===== config.mk =====
export PLATFORM = sky130hd
export DESIGN_NAME = siso_xfer_ctrl_flat
export DESIGN_NICKNAME = d
export VERILOG_FILES = /design/src/rtl/siso_xfer_ctrl_if.sv /design/src/rtl/siso_xfer_ctrl.sv /design/src/flat_wrapper.sv
export SDC_FILE = /design/constraint.sdc
export NUM_CORES = 1
export LEC_CHECK = 0
export BUFFER_PORTS_ARGS = -buffer_cell sky130_fd_sc_hd__buf_2
export CAP_MARGIN = 40
export CORE_ASPECT_RATIO = 0.9
export CORE_UTILIZATION = 30
export CTS_BUF_LIST = sky130_fd_sc_hd__clkbuf_4 sky130_fd_sc_hd__clkbuf_8
export DETAILED_ROUTE_END_ITERATION = 6
export SLEW_MARGIN = 20
export SYNTH_ARGS = -nofsm -noshare
export SYNTH_HDL_FRONTEND = slang
export SYNTH_SLANG_ARGS = --single-unit

===== constraint.sdc =====
create_clock -name clk -period 1.9 [get_ports clk]
set_clock_uncertainty 0.15 [all_clocks]
set_input_delay 0.285 -clock clk [delete_from_list [all_inputs] [get_ports clk]]
set_output_delay 0.285 -clock clk [all_outputs]
set_load 0.02 [all_outputs]

===== src/rtl/siso_xfer_ctrl_if.sv =====
// Word handshakes plus the serial chain taps of the SISO transfer controller.
// slave is the controller side; master is the producer/consumer/chain side.
interface siso_xfer_ctrl_if #(
    parameter int WIDTH = 8
);
    logic             in_valid;
    logic             in_ready;
    logic [WIDTH-1:0] in_data;
    logic             sh_pl;
    logic             sh_di;
    logic             sh_do;
    logic             out_valid;
    logic             out_ready;
    logic [WIDTH-1:0] out_data;
    logic             busy;

    modport master (
        output in_valid, in_data, sh_do, out_ready,
        input  in_ready, sh_pl, sh_di, out_valid, out_data, busy
    );

    modport slave (
        input  in_valid, in_data, sh_do, out_ready,
        output in_ready, sh_pl, sh_di, out_valid, out_data, busy
    );
endinterface


===== src/rtl/siso_xfer_ctrl.sv =====
// Sequencer for an external DEPTH-stage shift chain: serialises a word LSB first,
// flushes DEPTH zeros and reassembles the bits returning from the chain.
module siso_xfer_ctrl #(
    parameter int WIDTH = 8,
    parameter int DEPTH = 4
) (
    input logic              clk,
    input logic              reset,
    siso_xfer_ctrl_if.slave  bus
);
    localparam int CW = $clog2(WIDTH + DEPTH + 1);
    localparam logic [CW-1:0] WIDTH_C = CW'(WIDTH);
    localparam logic [CW-1:0] DEPTH_C = CW'(DEPTH);
    localparam logic [CW-1:0] LAST_C  = CW'(WIDTH + DEPTH - 1);

    typedef enum logic [1:0] {
        IDLE,
        SHIFT,
        DONE
    } state_t;

    state_t           state_q, state_d;
    logic [CW-1:0]    cnt_q, cnt_d;
    logic [WIDTH-1:0] tx_q, tx_d;
    logic [WIDTH-1:0] rx_q, rx_d;
    logic [WIDTH:0]   rx_shift;

    always_ff @(posedge clk) begin
        if (reset) begin
            state_q <= IDLE;
            cnt_q   <= '0;
            tx_q    <= '0;
            rx_q    <= '0;
        end else begin
            state_q <= state_d;
            cnt_q   <= cnt_d;
            tx_q    <= tx_d;
            rx_q    <= rx_d;
        end
    end

    always_comb begin
        state_d       = state_q;
        cnt_d         = cnt_q;
        tx_d          = tx_q;
        rx_d          = rx_q;
        // Shifting the concatenation keeps the MSB-insert legal even for WIDTH==1.
        rx_shift      = {bus.sh_do, rx_q};
        bus.in_ready  = 1'b0;
        bus.sh_pl     = 1'b0;
        bus.sh_di     = 1'b0;
        bus.out_valid = 1'b0;
        bus.out_data  = rx_q;
        bus.busy      = 1'b0;

        case (state_q)
            IDLE: begin
                bus.in_ready = 1'b1;
                if (bus.in_valid) begin
                    tx_d    = bus.in_data;
                    cnt_d   = '0;
                    rx_d    = '0;
                    state_d = SHIFT;
                end
            end
            SHIFT: begin
                bus.sh_pl = 1'b1;
                bus.busy  = 1'b1;
                bus.sh_di = (cnt_q < WIDTH_C) ? tx_q[0] : 1'b0;
                tx_d      = tx_q >> 1;
                cnt_d     = cnt_q + CW'(1);
                // Chain output carries real data only once the first bit has crossed DEPTH stages.
                if (cnt_q >= DEPTH_C) begin
                    rx_d = rx_shift[WIDTH:1];
                end
                if (cnt_q == LAST_C) begin
                    state_d = DONE;
                end
            end
            DONE: begin
                bus.out_valid = 1'b1;
                bus.busy      = 1'b1;
                if (bus.out_ready) begin
                    state_d = IDLE;
                end
            end
            default: state_d = IDLE;
        endcase
    end
endmodule


===== src/flat_wrapper.sv =====
// flat-port wrapper written by rule: the top's interface ports become plain ports
module siso_xfer_ctrl_flat 
#(
    parameter int WIDTH = 8,
    parameter int DEPTH = 4
)
  (clk, reset, bus_in_valid, bus_in_data, bus_sh_do, bus_out_ready, bus_in_ready, bus_sh_pl, bus_sh_di, bus_out_valid, bus_out_data, bus_busy);
  siso_xfer_ctrl_if #(.WIDTH(WIDTH)) bus_i ();
  input logic clk;
  input logic reset;
  input wire logic [$bits(bus_i.in_valid)-1:0] bus_in_valid;
  input wire logic [$bits(bus_i.in_data)-1:0] bus_in_data;
  input wire logic [$bits(bus_i.sh_do)-1:0] bus_sh_do;
  input wire logic [$bits(bus_i.out_ready)-1:0] bus_out_ready;
  output wire logic [$bits(bus_i.in_ready)-1:0] bus_in_ready;
  output wire logic [$bits(bus_i.sh_pl)-1:0] bus_sh_pl;
  output wire logic [$bits(bus_i.sh_di)-1:0] bus_sh_di;
  output wire logic [$bits(bus_i.out_valid)-1:0] bus_out_valid;
  output wire logic [$bits(bus_i.out_data)-1:0] bus_out_data;
  output wire logic [$bits(bus_i.busy)-1:0] bus_busy;
  assign bus_i.in_valid = bus_in_valid;
  assign bus_i.in_data = bus_in_data;
  assign bus_i.sh_do = bus_sh_do;
  assign bus_i.out_ready = bus_out_ready;
  assign bus_in_ready = bus_i.in_ready;
  assign bus_sh_pl = bus_i.sh_pl;
  assign bus_sh_di = bus_i.sh_di;
  assign bus_out_valid = bus_i.out_valid;
  assign bus_out_data = bus_i.out_data;
  assign bus_busy = bus_i.busy;
  siso_xfer_ctrl #(.WIDTH(WIDTH), .DEPTH(DEPTH)) u_core (.clk(clk), .reset(reset), .bus(bus_i));
endmodule

* After elaboration in Yosys (flattened, before gate mapping)
Index checks and enable logic that the tools add are counted.
W data, S select, Z words.
** Storage, ports and cells
- Register bits :: 22
- Latch bits :: 0
- Bits in read-only memories :: 0
- RAM bits :: 0
- Bits of input ports :: 13
- Memories kept :: 0
** Operators by class
- Equality and inequality tests :: 7
- Multipliers :: 0
- Reductions and logical operators :: 6
- Add/sub/neg operators :: 1
- Shift operators :: 0
- Order comparisons :: 2
- Bitwise logic cells :: 0
- Divide/modulo/power cells :: 0
- Multiplexer cells :: 17
** Operators by type and width (count)
- $pmux W8 S2 :: 2
- $mux W8 :: 3
- $pmux W4 S2 :: 1
- $mux W1 :: 6
- $mux W2 :: 3
- $pmux W2 S3 :: 1
- $reduce_and A3 Y1 :: 2
- $add A4 B1 Y4 const B :: 1
- $eq A4 B4 Y1 const B :: 1
- $ge A4 B3 Y1 const B :: 1
- $lt A4 B4 Y1 const B :: 1
- $mux W4 :: 1
- $ne A2 B1 Y1 const B :: 2
- $ne A2 B2 Y1 const B :: 2
- $eq A2 B1 Y1 const B :: 1
- $eq A2 B2 Y1 const B :: 1
- $logic_not A2 Y1 :: 1
- $reduce_and A2 Y1 :: 1
- $reduce_bool A2 Y1 :: 1
- $reduce_or A2 Y1 :: 1

* Longest topological paths before layout
- Depth after elaboration :: 3
- Gate-level depth with buffers :: 7
- Gate-level depth less buffers :: 5

* Least setup slack after synthesis
No wires, ideal clock.
- Path type :: reg-to-output
- Start :: register u_core.state_q[1]
- End :: output port bus_sh_di
- Stages on the path, launching flop included :: 6
- Buffers on the path :: 2
- Path slack :: 38 ps
- Data arrival time :: 1427 ps
- Cells stage by stage :: dfxtp_1 -> inv_1 -> ha_1 -> buf_4 -> clkbuf_1 -> and3b_1
** Between the ends
- Cells in the longest elaborated chain, start to end :: 2
** RTL lines
- start, declared :: line siso_xfer_ctrl.sv:22 : state_t state_q, state_d;
- start signal, assigned :: line siso_xfer_ctrl.sv:35 : state_q <= state_d;
- $eq A2 B1 Y1 :: line siso_xfer_ctrl.sv:56 : case (state_q)
- $mux W1 :: line siso_xfer_ctrl.sv:56
- end, declared :: line flat_wrapper.sv:17 : output wire logic [$bits(bus_i.sh_di)-1:0] bus_sh_di;
Every way passes these cells.

* Final worst setup path
Same ends and word-level chain as after synthesis.

==> results.yml <==
placed_design:
  dp_hpwl_mm: 1.601
  gp_congestion: 0.7523
  place_inst: 181
  io_buffer_count: 25
synth:
  netlist.area_leader.share_pct: 41.12
  yosysTopAreaCell: "dfxtp_1"
  synthesis.nets: 134
  yosys_register_bits: 22
  synthTopCellsByCount: "dfxtp_1, a21oi_1, mux2i_1, o21ai_0"
  synth.most_common_cell: "dfxtp_1"
  synth_cell_types: 27
  synth-edff-count: 0
  syn_area_um2: 1071
  seq_area_frac_synth_pct: 41.12
  ys_warn_count: 0
  avgSynthCellArea_um2: 9.233
  ys_top_cells_by_area: "dfxtp_1, mux2i_1, o2111ai_1"
  synth_cells: 116
  ys.flop_type: "dfxtp_1"
  async_reset_ff_share_pct: 0
drt:
  first_pass_iters: 4
  drc: 0
  finalWirelength_mm: 2.346
  vias_per_cell: 5.227
  vias: 967
  drtAntennaViolNets: 0
  drt_iter0_drc: 25
  wl_per_cell_um: 12.68
worst_setup_path:
  r2r_slack_ns: 0.14
  crit_arrival_ns: 1.35
  r2r_end: "u_core.cnt_q[3]$_SDFFE_PP0P_"
  slowest_delay_ns: 0.36
  worstSetupPathType: "flop to output port"
  path_cells: "inv_2, ha_4, buf_6, and3b_1, buf_2"
  end_kind: "output port"
  critPathCapture: "bus_sh_di"
  cp_slowest_cell: "dfxtp_1"
  startpoint: "u_core.state_q[1]$_SDFFE_PP0P_"
  required_ns: 1.46
  reg2reg_from: "u_core.state_q[0]$_SDFFE_PP0P_"
  reg2regPathDepth: 5
  crit_path_start_kind: "flop"
  critPathMaxFanout: 12
power:
  cellLeakagePower_nw: 0.5367
  irDropWorstVdd_mv: 0.5773
  switching_share_pct: 32.12
  share_comb_of_total_power_pct: 34.3
  power.internal_mw: 1.013
  seq_power_share_pct: 37.0
  power_density_nw_per_um2: 1111
  p_switching_mw: 0.4795
  pwr-share-clk_pct: 28.8
sta:
  finalCriticalPeriod_ns: 1.780
  tightest_slew_ns: 0.4240
  maxSlewViolCount: 0
  rsz0062_at_grt: "no"
  tns_ns: 0
  hold_viol_final: 0
  setup_viol: 0
  slew_headroom_pct: 71.73
  finalCritPeriodShare_pct: 93.70
  timing.hold.ws_ns: 0.1397
  fmax_ghz: 0.5617
final_layout:
  layout-drive-gt1-share_pct: 27.66
  fill_cells: 367
  multiInputGateArea_um2: 595.6
  layout.nets: 160
  synthToLayoutAreaGrowth_pct: 25.47
  stdcell_count: 185
  antenna_cells: 0
  final-seq-area_um2: 440.4
global_route:
  grt_pass1_wl_mm: 3.781
  grt_max_degree: 25
  antenna_found_initial: 0
  grt_remaining_overflow: 0
  grtUsageTotal_pct: 12.66
  grt_pass1_vias: 887
flow_run:
  maxCapViolations: 0
cts:
  htree_levels: 1
  cts_tree: "yes"
  clk_latency_ns: 0.26
  clkTransAtPathRegs_ns: 0.08
  cts-buffers-inserted: 3
  cts_sinks: 22
  clockBufferDepth: 2
  cts-root-buf: "clkbuf_8"
  cts_setup_buffers: 0
  ctsHoldBuffers: 0
floorplan:
  die_y_um: 58.69
  fp.dieW_um: 64.98
  rows: 20
  die_area_um2: 3813
  io-pin-count: 26
  core_um2: 3403
  start_util_pct: 31.47
min_path:
  hold_start: "bus_in_data[7]"
  min_path_type: "input port to flop"
status:
  outcome: "finished, final reports clean"
==> routing by layer <==
metal / GRT usage, % / wire (um) / up-vias
li1: - / - / 483
met1: 15.68 / 1114 / 456
met2: 22.17 / 1124 / 26
met3: 4.070 / 102 / 2
met4: 1.270 / 4 / 0
met5: 0 / 0 / -
==> kinds of logic after synthesis <==
family,share of synthesized area (%)
AO/OA/AOI/OAI,23.60
adder cells (fa/ha/maj),5.841
buffers and inverters,5.024
flip-flops,41.12
multiplexers,9.463
AND/OR/NAND/NOR,14.95
==> worst min-delay path by stage <==
stage                                           to  slack, ns  cells past startpoint
global route           u_core.tx_q[7]$_SDFFE_PP0P_       0.16                      3
finish                 u_core.tx_q[7]$_SDFFE_PP0P_       0.14                      3
detailed placement     u_core.tx_q[7]$_SDFFE_PP0P_       0.31                      2
global placement       u_core.tx_q[7]$_SDFFE_PP0P_       0.31                      2
CTS                    u_core.tx_q[7]$_SDFFE_PP0P_       0.14                      3
floorplan           u_core.state_q[1]$_SDFFE_PP0P_       0.21                      1
==> flip-flops by register name, summed over array words and instances (netlist names) <==
signal,count
u_core.bus.out_data,8
u_core.tx_q,8
u_core.cnt_q,4
u_core.state_q,2
==> worst max-delay path, delay by kind of cell (launching register included) <==
kind,cells,cell delay [ns]
adders and majority gates,1,0.17
buffers and inverters,3,0.37
DFF,1,0.36
and+or+nand+nor,1,0.18
==> stage by stage <==
stage | area, um^2 | power, mW | util [%] | setup WS, ns
4_1_cts | 1325 | 1.479 | 38.93 | 0.003826
3_5_place_dp | 1250 | 1.044 | 36.73 | 0.1223
3_3_place_gp | 1250 | 1.027 | 36.73 | 0.1761
2_1_floorplan | 1071 | 0.9274 | - | 0.03756
6_report | 1344 | 1.493 | 39.49 | 0.1197
5_1_grt | 1344 | 1.587 | 39.49 | 0.04638
==> area by class of cell <==
class | count | area share [%]
Timing Repair Buffer | 31 | 12.94
Sequential cell | 22 | 32.77
Tap cell | 44 | 4.097
Clock inverter | 1 | 2.235
Multi-Input combinational cell | 82 | 44.32
Inverter | 2 | 0.5587
Clock buffer | 3 | 3.073
==> placed cells by master (no fill, tap or decap) <==
master	count
or4b_1	1
nand4b_1	1
dfxtp_1	22
or2b_1	1
ha_4	1
inv_2	1
bufinv_16	1
a211oi_1	8
and3b_1	1
a21oi_1	11
buf_2	25
buf_4	5
clkbuf_8	3
mux2i_1	9
nand2_1	3
nor3_1	1
o2111ai_1	8
buf_6	1
nor2_1	8
a31oi_1	1
nor3b_1	2
ha_1	3
nand3_1	2
nand2b_1	2
a32oi_1	1
ha_2	1
o31ai_1	1
nor2b_1	3
nand3b_1	3
mux2_4	1
inv_1	1
o21ai_0	9
==> power groups by stage <==
stage / registers [mW] / clock network (mW) / logic [mW]
2_1_floorplan: 0.550 / 0 / 0.377
3_3_place_gp: 0.555 / 0 / 0.472
3_5_place_dp: 0.558 / 0 / 0.486
4_1_cts: 0.547 / 0.438 / 0.494
5_1_grt: 0.556 / 0.459 / 0.572
6_report: 0.552 / 0.430 / 0.511
==> repair_timing <==
| action | in CTS | in global routing |
|---|---|---|
| pin swaps | 0 | 0 |
| gates resized for setup | 1 | 5 |
| setup endpoints to repair | 1 | 14 |
Note: power is estimated with default switching activity, not from simulation.
